File: config.mk
export PLATFORM = sky130hd
export DESIGN_NAME = gf64_inv_seq
export DESIGN_NICKNAME = d
export VERILOG_FILES = /design/src/rtl/gf64_inv_seq.sv
export SDC_FILE = /design/constraint.sdc
export NUM_CORES = 1
export LEC_CHECK = 0
export BUFFER_PORTS_ARGS = -buffer_cell sky130_fd_sc_hd__buf_2
export CAP_MARGIN = 20
export CORE_MARGIN = 10
export CORE_UTILIZATION = 25
export DETAILED_ROUTE_END_ITERATION = 10
export GPL_ROUTABILITY_DRIVEN = 0
export PLACE_DENSITY = 0.52
export SYNTH_ARGS = -nofsm -noshare
export SYNTH_HDL_FRONTEND = slang
export SYNTH_SLANG_ARGS = --single-unit
File: constraint.sdc
create_clock -name clk -period 2.5 [get_ports clk]
set_clock_uncertainty 0.2 [all_clocks]
set_input_delay 0.375 -clock clk [delete_from_list [all_inputs] [get_ports clk]]
set_output_delay 0.375 -clock clk [all_outputs]
set_load 0.01 [all_outputs]
File: src/rtl/gf64_inv_seq.sv
// Folded GF(2^6) inversion S-box: one GF(2^3) multiplier is time-shared across the
// norm, low-half and high-half products of the tower-field inverse, with valid/ready on both sides.
module gf64_inv_seq #(
  parameter int BYPASS_ISO = 0,
  parameter int CNT_W      = 16
) (
  input  logic             clk,
  input  logic             rst,
  input  logic             in_valid,
  output logic             in_ready,
  input  logic [5:0]       x,
  output logic             out_valid,
  input  logic             out_ready,
  output logic [5:0]       y,
  output logic             busy,
  output logic [CNT_W-1:0] done_cnt
);

  localparam logic [2:0] S_IDLE = 3'd0;
  localparam logic [2:0] S_NORM = 3'd1;
  localparam logic [2:0] S_LO   = 3'd2;
  localparam logic [2:0] S_HI   = 3'd3;
  localparam logic [2:0] S_DONE = 3'd4;

  // GF(2^3) arithmetic, polynomial basis modulo t^3 + t^2 + 1.
  function automatic logic [2:0] gf8_mul(input logic [2:0] a, input logic [2:0] b);
    logic [4:0] d;
    d[0] = a[0] & b[0];
    d[1] = (a[1] & b[0]) ^ (a[0] & b[1]);
    d[2] = (a[2] & b[0]) ^ (a[1] & b[1]) ^ (a[0] & b[2]);
    d[3] = (a[2] & b[1]) ^ (a[1] & b[2]);
    d[4] = a[2] & b[2];
    return {d[2] ^ d[3] ^ d[4], d[1] ^ d[4], d[0] ^ d[3] ^ d[4]};
  endfunction

  function automatic logic [2:0] gf8_sq(input logic [2:0] a);
    return {a[1] ^ a[2], a[2], a[0] ^ a[2]};
  endfunction

  // a^6 as a table so no second multiplier is inferred.
  function automatic logic [2:0] gf8_inv(input logic [2:0] a);
    logic [2:0] r;
    case (a)
      3'd1:    r = 3'd1;
      3'd2:    r = 3'd6;
      3'd3:    r = 3'd4;
      3'd4:    r = 3'd3;
      3'd5:    r = 3'd7;
      3'd6:    r = 3'd2;
      3'd7:    r = 3'd5;
      default: r = 3'd0;
    endcase
    return r;
  endfunction

  function automatic logic [5:0] iso(input logic [5:0] v);
    logic [5:0] w;
    w[0] = v[0] ^ v[1] ^ v[2] ^ v[5];
    w[1] = v[1] ^ v[2];
    w[2] = v[1] ^ v[2] ^ v[4];
    w[3] = v[0] ^ v[3];
    w[4] = v[2] ^ v[3] ^ v[4] ^ v[5];
    w[5] = v[1] ^ v[3];
    return w;
  endfunction

  function automatic logic [5:0] inv_iso(input logic [5:0] p);
    logic [5:0] r;
    r[0] = p[0] ^ p[1] ^ p[2] ^ p[4] ^ p[5];
    r[1] = p[0] ^ p[1] ^ p[2] ^ p[3] ^ p[4];
    r[2] = p[0] ^ p[2] ^ p[3] ^ p[4];
    r[3] = p[0] ^ p[1] ^ p[2] ^ p[3] ^ p[4] ^ p[5];
    r[4] = p[1] ^ p[2];
    r[5] = p[2] ^ p[4] ^ p[5];
    return r;
  endfunction

  logic [2:0]       state_q, state_d;
  logic [5:0]       w_q, w_d;
  logic [2:0]       n_q, n_d;
  logic [2:0]       p_lo_q, p_lo_d;
  logic [5:0]       y_q, y_d;
  logic             out_valid_q, out_valid_d;
  logic [CNT_W-1:0] done_cnt_q, done_cnt_d;

  logic [2:0] lo, hi;
  logic [2:0] mul_a, mul_b, mul_p;
  logic [5:0] x_map, p_full;

  assign lo     = w_q[2:0];
  assign hi     = w_q[5:3];
  assign x_map  = (BYPASS_ISO != 0) ? x : iso(x);
  assign p_full = {mul_p, p_lo_q};

  // The single shared multiplier; only its operands change with state.
  always_comb begin
    // NOTE: every always_comb output gets a default first so no path leaves it unassigned (no latch).
    mul_a = 3'd0;
    mul_b = 3'd0;
    case (state_q)
      S_NORM: begin
        mul_a = lo;
        mul_b = lo ^ hi;
      end
      S_LO: begin
        mul_a = hi;
        mul_b = n_q;
      end
      S_HI: begin
        mul_a = lo;
        mul_b = n_q;
      end
      default: ;
    endcase
  end

  assign mul_p = gf8_mul(mul_a, mul_b);

  always_comb begin
    state_d     = state_q;
    w_d         = w_q;
    n_d         = n_q;
    p_lo_d      = p_lo_q;
    y_d         = y_q;
    out_valid_d = out_valid_q;
    done_cnt_d  = done_cnt_q;
    case (state_q)
      S_IDLE: begin
        if (in_valid) begin
          w_d     = x_map;
          state_d = S_NORM;
        end
      end
      S_NORM: begin
        n_d     = gf8_inv(gf8_sq(hi) ^ mul_p);
        state_d = S_LO;
      end
      S_LO: begin
        p_lo_d  = mul_p;
        state_d = S_HI;
      end
      S_HI: begin
        y_d         = (BYPASS_ISO != 0) ? p_full : inv_iso(p_full);
        out_valid_d = 1'b1;
        state_d     = S_DONE;
      end
      S_DONE: begin
        if (out_ready) begin
          out_valid_d = 1'b0;
          done_cnt_d  = done_cnt_q + CNT_W'(1);
          state_d     = S_IDLE;
        end
      end
      default: begin
        out_valid_d = 1'b0;
        state_d     = S_IDLE;
      end
    endcase
  end

  // NOTE: state is updated with non-blocking assignments so all flops sample the same pre-edge values.
  always_ff @(posedge clk or posedge rst) begin
    if (rst) begin
      // NOTE: every register is reset, intermediates included, so an aborted operation leaves nothing behind.
      state_q     <= S_IDLE;
      w_q         <= '0;
      n_q         <= '0;
      p_lo_q      <= '0;
      y_q         <= '0;
      out_valid_q <= 1'b0;
      done_cnt_q  <= '0;
    end else begin
      state_q     <= state_d;
      w_q         <= w_d;
      n_q         <= n_d;
      p_lo_q      <= p_lo_d;
      y_q         <= y_d;
      out_valid_q <= out_valid_d;
      done_cnt_q  <= done_cnt_d;
    end
  end

  assign in_ready  = (state_q == S_IDLE);
  assign busy      = (state_q != S_IDLE);
  assign out_valid = out_valid_q;
  assign y         = y_q;
  assign done_cnt  = done_cnt_q;

endmodule

# After elaboration in Yosys (flattened, before gate mapping)
# Cells that the tools add are included.
[totals] reg_bits=38 output_inout_bits=25 in_bits=10 elab_cells=84
[classes] n_reduce_logical=9 n_eq_ne=13 addsub=1 n_mux=8 n_bitwise=46
[ops] cell="$xor 1x1->1" count=34
[ops] cell="$pmux 3 s7" count=1
[ops] cell="$add 16x1->16 const B" count=1
[ops] cell="$eq 3x3->1 const B" count=5
[ops] cell="$pmux 3 s5" count=1
[ops] cell="$eq 3x2->1 const B" count=4
[ops] cell="$pmux 3 s2" count=2
[ops] cell="$and 1x1->1" count=9
[ops] cell="$reduce_and 2->1" count=4
[ops] cell="$eq 3x1->1 const B" count=2
[ops] cell="$mux 3" count=2
[ops] cell="$xor 3x3->3" count=2
[ops] cell="$ne 2x2->1 const B" count=2
[ops] cell="$reduce_or 2->1" count=2
[ops] cell="$logic_not 3->1" count=1
[ops] cell="$pmux 1 s3" count=1
[ops] cell="$reduce_bool 3->1" count=1
[ops] cell="$reduce_or 3->1" count=1
[ops] cell="$mux 1" count=1
[ops] cell="$not 1->1" count=1

# Depth between registers and ports, before layout
[logic_depth] ltp_word=11 mapped_depth=9 depth_no_buf=8

# Worst setup path after synthesis
# No wires, ideal clock.
[synth_path] kind="register -> register" startpoint="register state_q[1]" endpoint="register y_q[3] (netlist: y[3])" setup_slack_ns=-0.063 setup_time_ns=0.124 period_less_slack_ns=2.563 t_required_ns=2.176 arrival_time_ns=2.238 stages_incl_launch_ff=9 path_buffers=0 path_cell_list="dfrtp_1 nand2b_1 o32ai_2 xor2_1 mux2i_2 xor3_2 xor2_2 xor2_1 o21ai_1"
[synth_via] elab_chain_len=10 word_cells_on_any_way=28 classes_between="eq/ne: 3; mux: 2; bitwise: 21; reduce/logical: 2"
[synth_lines] item="from (decl)" line_no="78" rtl="logic [2:0] state_q, state_d;"
[synth_lines] item="from (signal assigned)" line_no="173" rtl="state_q <= state_d;"
[synth_lines] item="$eq 3x2->1, or another cell as far along" line_no="100, 127"
[synth_lines] item="$reduce_or 2->1 (no source line)"
[synth_lines] item="$pmux 3 s2" line_no="100" rtl="case (state_q)"
[synth_lines] item="$and 1x1->1" line_no="31" rtl="d[3] = (a[2] & b[1]) ^ (a[1] & b[2]);"
[synth_lines] item="$xor 1x1->1" line_no="31"
[synth_lines] item="$xor 1x1->1 (2 in series)" line_no="33" rtl="return {d[2] ^ d[3] ^ d[4], d[1] ^ d[4], d[0] ^ d[3] ^ d[4]};"
[synth_lines] item="$xor 1x1->1 (3 in series)" line_no="72" rtl="r[3] = p[0] ^ p[1] ^ p[2] ^ p[3] ^ p[4] ^ p[5];"
[synth_lines] item="to (signal assigned)" line_no="177" rtl="y_q <= y_d;"
[synth_lines] item="to (decl)" line_no="82" rtl="logic [5:0] y_q, y_d;"
# Several ways; a longest one is shown, not always the timed one.
# A chain may end at the register's enable or synchronous reset.

# Final worst setup path
[layout_path] startpoint="register state_q[0]" endpoint="register y_q[3] (netlist: y[3])"
# The elaborated chain is that of the path after synthesis.

==> run metrics <==
status finished with violations; failing checks negative hold slack, negative setup slack; Crit Reg-Reg Endpoint y[3]$_DFFE_PP0P_; die area 13300 µm²; xor and xnor area share after synthesis 18.7%; CTS Sinks 38; Top delay family on crit path XOR/XNOR gates; part of the power in registers 21.4%; final hold vios 4; core area 8810 µm²; area delta synth->final 34.6%; drt first-iter violations 33; Critical-path top delay cell dfrtp_2; Placed Cells 389; Clock Power Share 8.7%; # IOs 35; Die X 116 µm; MaxCap Viol Count 0; Worst-Skew Late Latency 280 ps; internal power 2.74 mW; Hold Crit Class in2async; EDFF count, synth 0; non-filler cells, final 405; main combinational cell family by area after synthesis XOR/XNOR gates; total power per unit cell area 1560 nW/µm²; simple-gate portion of the synthesized area 17.1%; switching pwr 2.05 mW; Synth Register Bits 38; H-tree levels 2; DIE HEIGHT 116 µm; Inserted Clock Buffers 5; Routed Antenna Nets 0; Port Buf Inserts 34; unrepaired setup endpoints after global routing true; largest net degree at the start of global routing 39; syn nets 240; Post-Syn Instances 229; share of cells above drive strength 1 39.7%; drt total wl 5.35 mm; Reg clk slew, reported paths 70 ps; CP bufs+invs 1; post-synthesis compound-gate area fraction 14.9%; Netlist cell types 55; cell chain of the critical path buf_6, mux2i_4, o32ai_4, xor2_2, mux2i_2, xor3_2, xor2_4, xor2_1, o21ai_1; fmax 0.388 GHz; CTS tree done; R2R Setup Slk -70 ps; Post-Synth Adder-Cell Area 0.549%; # diodes 0; antenna violations before repair 0; Final #Nets 309; Setup crit start kind flip-flop; R2R cell count 9; maximum clock path buffer count 2; Crit path arrival time 2520 ps; Setup crit end kind flip-flop; # rows 34; WP data required 2450 ps; sequential share of the synthesized area 41.7%; post-DP HPWL 4.03 mm; fin. max-slew vios 0; peak supply drop 0.520 mV; total number of vias 1852; hold_buf cts 0; Async SR Flop Fraction 100%; FILL cells 902; Initial Util 25.9%; mapped cell area 2280 µm²; Leakage 1.41 nW; vias per std cell 4.57; Avg Inst Size Synth 9.96 µm²; mux cell area share after synthesis 3.89%; critical path type reg2reg; max incr delay on CP 420 ps; ys flop type dfrtp_1; Fin Setup TNS -159 ps; measured slew at the worst slew-check pin 545 ps; vias in the first global route 1862; switching part of the total 42.8%; R2R Path Start state_q[0]$_DFFE_PP0P_; Final Critical Period 2570 ps; Setup WS post-layout -74.7 ps; first-pass GRT wire length 8.83 mm; detailed-route DRC error count 0; synthesis warning total 0; Worst Path Max Fanout 6; GRT Resource Usage Total 8.06%; first drt pass iteration count 4; Worst slew margin 63.5%; drt wl/cell 13.2 µm; Final Setup Violations 5; final worst path period share 103%; global-route congestion overflow total 0; hold slack -6.08 ps; clock root buffer clkbuf_8; post-layout util 34.9%; Comb pwr share 69.9%
cell families after synthesis:
group,count (synthesis)
simple gates,78
xor+xnor,45
compound gates,44
flops,38
buf+inv,15
mux,8
fa+ha+maj,1
metal layers:
metal  vias to the layer above  share of wire (%)  GRT usage (%)
met4                         0               0.65           2.11
met3                         2                5.0           2.64
met1                       885                 48           9.88
li1                        923                  -              -
met5                         -                  0              0
met2                        42                 46           13.3
metrics by stage:
| stage | area, µm² | worst slack (ps) | power [mW] |
|---|---|---|---|
| floorplan | 2290 | -32.2 | 2.98 |
| global placement | 2740 | -149 | 3.80 |
| detailed placement | 2740 | -174 | 3.84 |
| CTS | 3000 | -70.6 | 4.69 |
| global route | 3070 | -219 | 5.17 |
| finish | 3070 | -74.7 | 4.79 |
worst min-delay path: cells and delay by family:
family                 cells  cell delay [ps]
buffers and inverters      3              550
cells in the mapped netlist, types with 2 or more instances:
master | count | share of area [%]
o21a_1 | 3 | 0.99
nor2b_1 | 4 | 1.1
o21ai_1 | 6 | 1.3
nand4_1 | 4 | 1.1
nand2_1 | 27 | 4.4
mux2i_1 | 3 | 1.3
o21ai_0 | 7 | 1.5
xor2_1 | 15 | 5.8
nor2_1 | 14 | 2.3
dfrtp_1 | 38 | 42
and3_1 | 4 | 1.1
nand3_1 | 8 | 1.8
buf_2 | 3 | 0.66
a22oi_1 | 2 | 0.66
clkbuf_1 | 3 | 0.49
a21oi_1 | 7 | 1.5
and2_1 | 3 | 0.82
mux2_2 | 3 | 1.5
a22o_1 | 2 | 0.77
a32oi_1 | 2 | 0.77
inv_1 | 6 | 0.99
nor3_1 | 5 | 1.1
buf_4 | 2 | 0.66
xnor2_1 | 27 | 10
area by class of cell:
| class | instances | area [µm²] | share of cell area, % |
|---|---|---|---|
| inverter | 6 | 22.5 | 0.734 |
| tap | 108 | 135 | 4.40 |
| clock buffer | 6 | 82.6 | 2.69 |
| timing repair buffer | 71 | 460 | 15.0 |
| sequential | 38 | 955 | 31.1 |
| multi-input combinational | 176 | 1410 | 46.1 |
how the worst max path moves through the flow:
stage,startpoint,end,cells past startpoint
final,state_q[0]$_DFFE_PP0P_,y[3]$_DFFE_PP0P_,9
after global routing,state_q[0]$_DFFE_PP0P_,y[3]$_DFFE_PP0P_,9
after CTS,state_q[0]$_DFFE_PP0P_,y[3]$_DFFE_PP0P_,9
after floorplan,state_q[0]$_DFFE_PP0P_,y[3]$_DFFE_PP0P_,9
after global placement,state_q[1]$_DFFE_PP0P_,y[3]$_DFFE_PP0P_,8
after detailed placement,state_q[1]$_DFFE_PP0P_,y[3]$_DFFE_PP0P_,8
placed cells by master, fill, tap and decap left out, types with 2 or more instances in the layout:
| master | Yosys | layout |
|---|---|---|
| dfrtp_1 | 38 | 35 |
| buf_2 | 3 | 35 |
| buf_4 | 2 | 32 |
| nand2_1 | 27 | 27 |
| xnor2_1 | 27 | 23 |
| xor2_1 | 15 | 14 |
| nor2_1 | 14 | 14 |
| nand3_1 | 8 | 8 |
| o21ai_1 | 6 | 7 |
| inv_1 | 6 | 6 |
| o21ai_0 | 7 | 6 |
| a21oi_1 | 7 | 6 |
| clkbuf_8 | 0 | 6 |
| nand4_1 | 4 | 4 |
| xnor2_2 | 1 | 4 |
| buf_6 | 1 | 4 |
| nor3_2 | 1 | 3 |
| mux2_2 | 3 | 3 |
| and3_1 | 4 | 3 |
| nor3_1 | 5 | 3 |
| nor2b_1 | 4 | 3 |
| dfrtp_2 | 0 | 3 |
| a22o_1 | 2 | 2 |
| and2_4 | 1 | 2 |
| a211oi_2 | 1 | 2 |
| and2_1 | 3 | 2 |
| mux2i_1 | 3 | 2 |
| o21a_1 | 3 | 2 |
power by group through the flow:
| stage | registers [mW] | logic [mW] | clock network, mW |
|---|---|---|---|
| after floorplan | 0.984 | 1.99 | 0 |
| after global placement | 1.01 | 2.78 | 0 |
| after detailed placement | 1.02 | 2.82 | 0 |
| after CTS | 1.02 | 3.24 | 0.427 |
| after global routing | 1.06 | 3.66 | 0.458 |
| final | 1.03 | 3.35 | 0.417 |
registers in the layout, indices dropped and copies added (netlist names):
register,cells
y,6
state_q,3
w_q,6
n_q,3
out_valid,1
done_cnt,16
p_lo_q,3
repair_timing:
action / in CTS / in global routing
pin swaps: 2 / 0
cloned: 0 / 0
resized for setup: 23 / 12
setup buffers: 10 / 1
setup endpoints to repair: 8 / 9
Note: power is estimated with default switching activity, not from simulation.
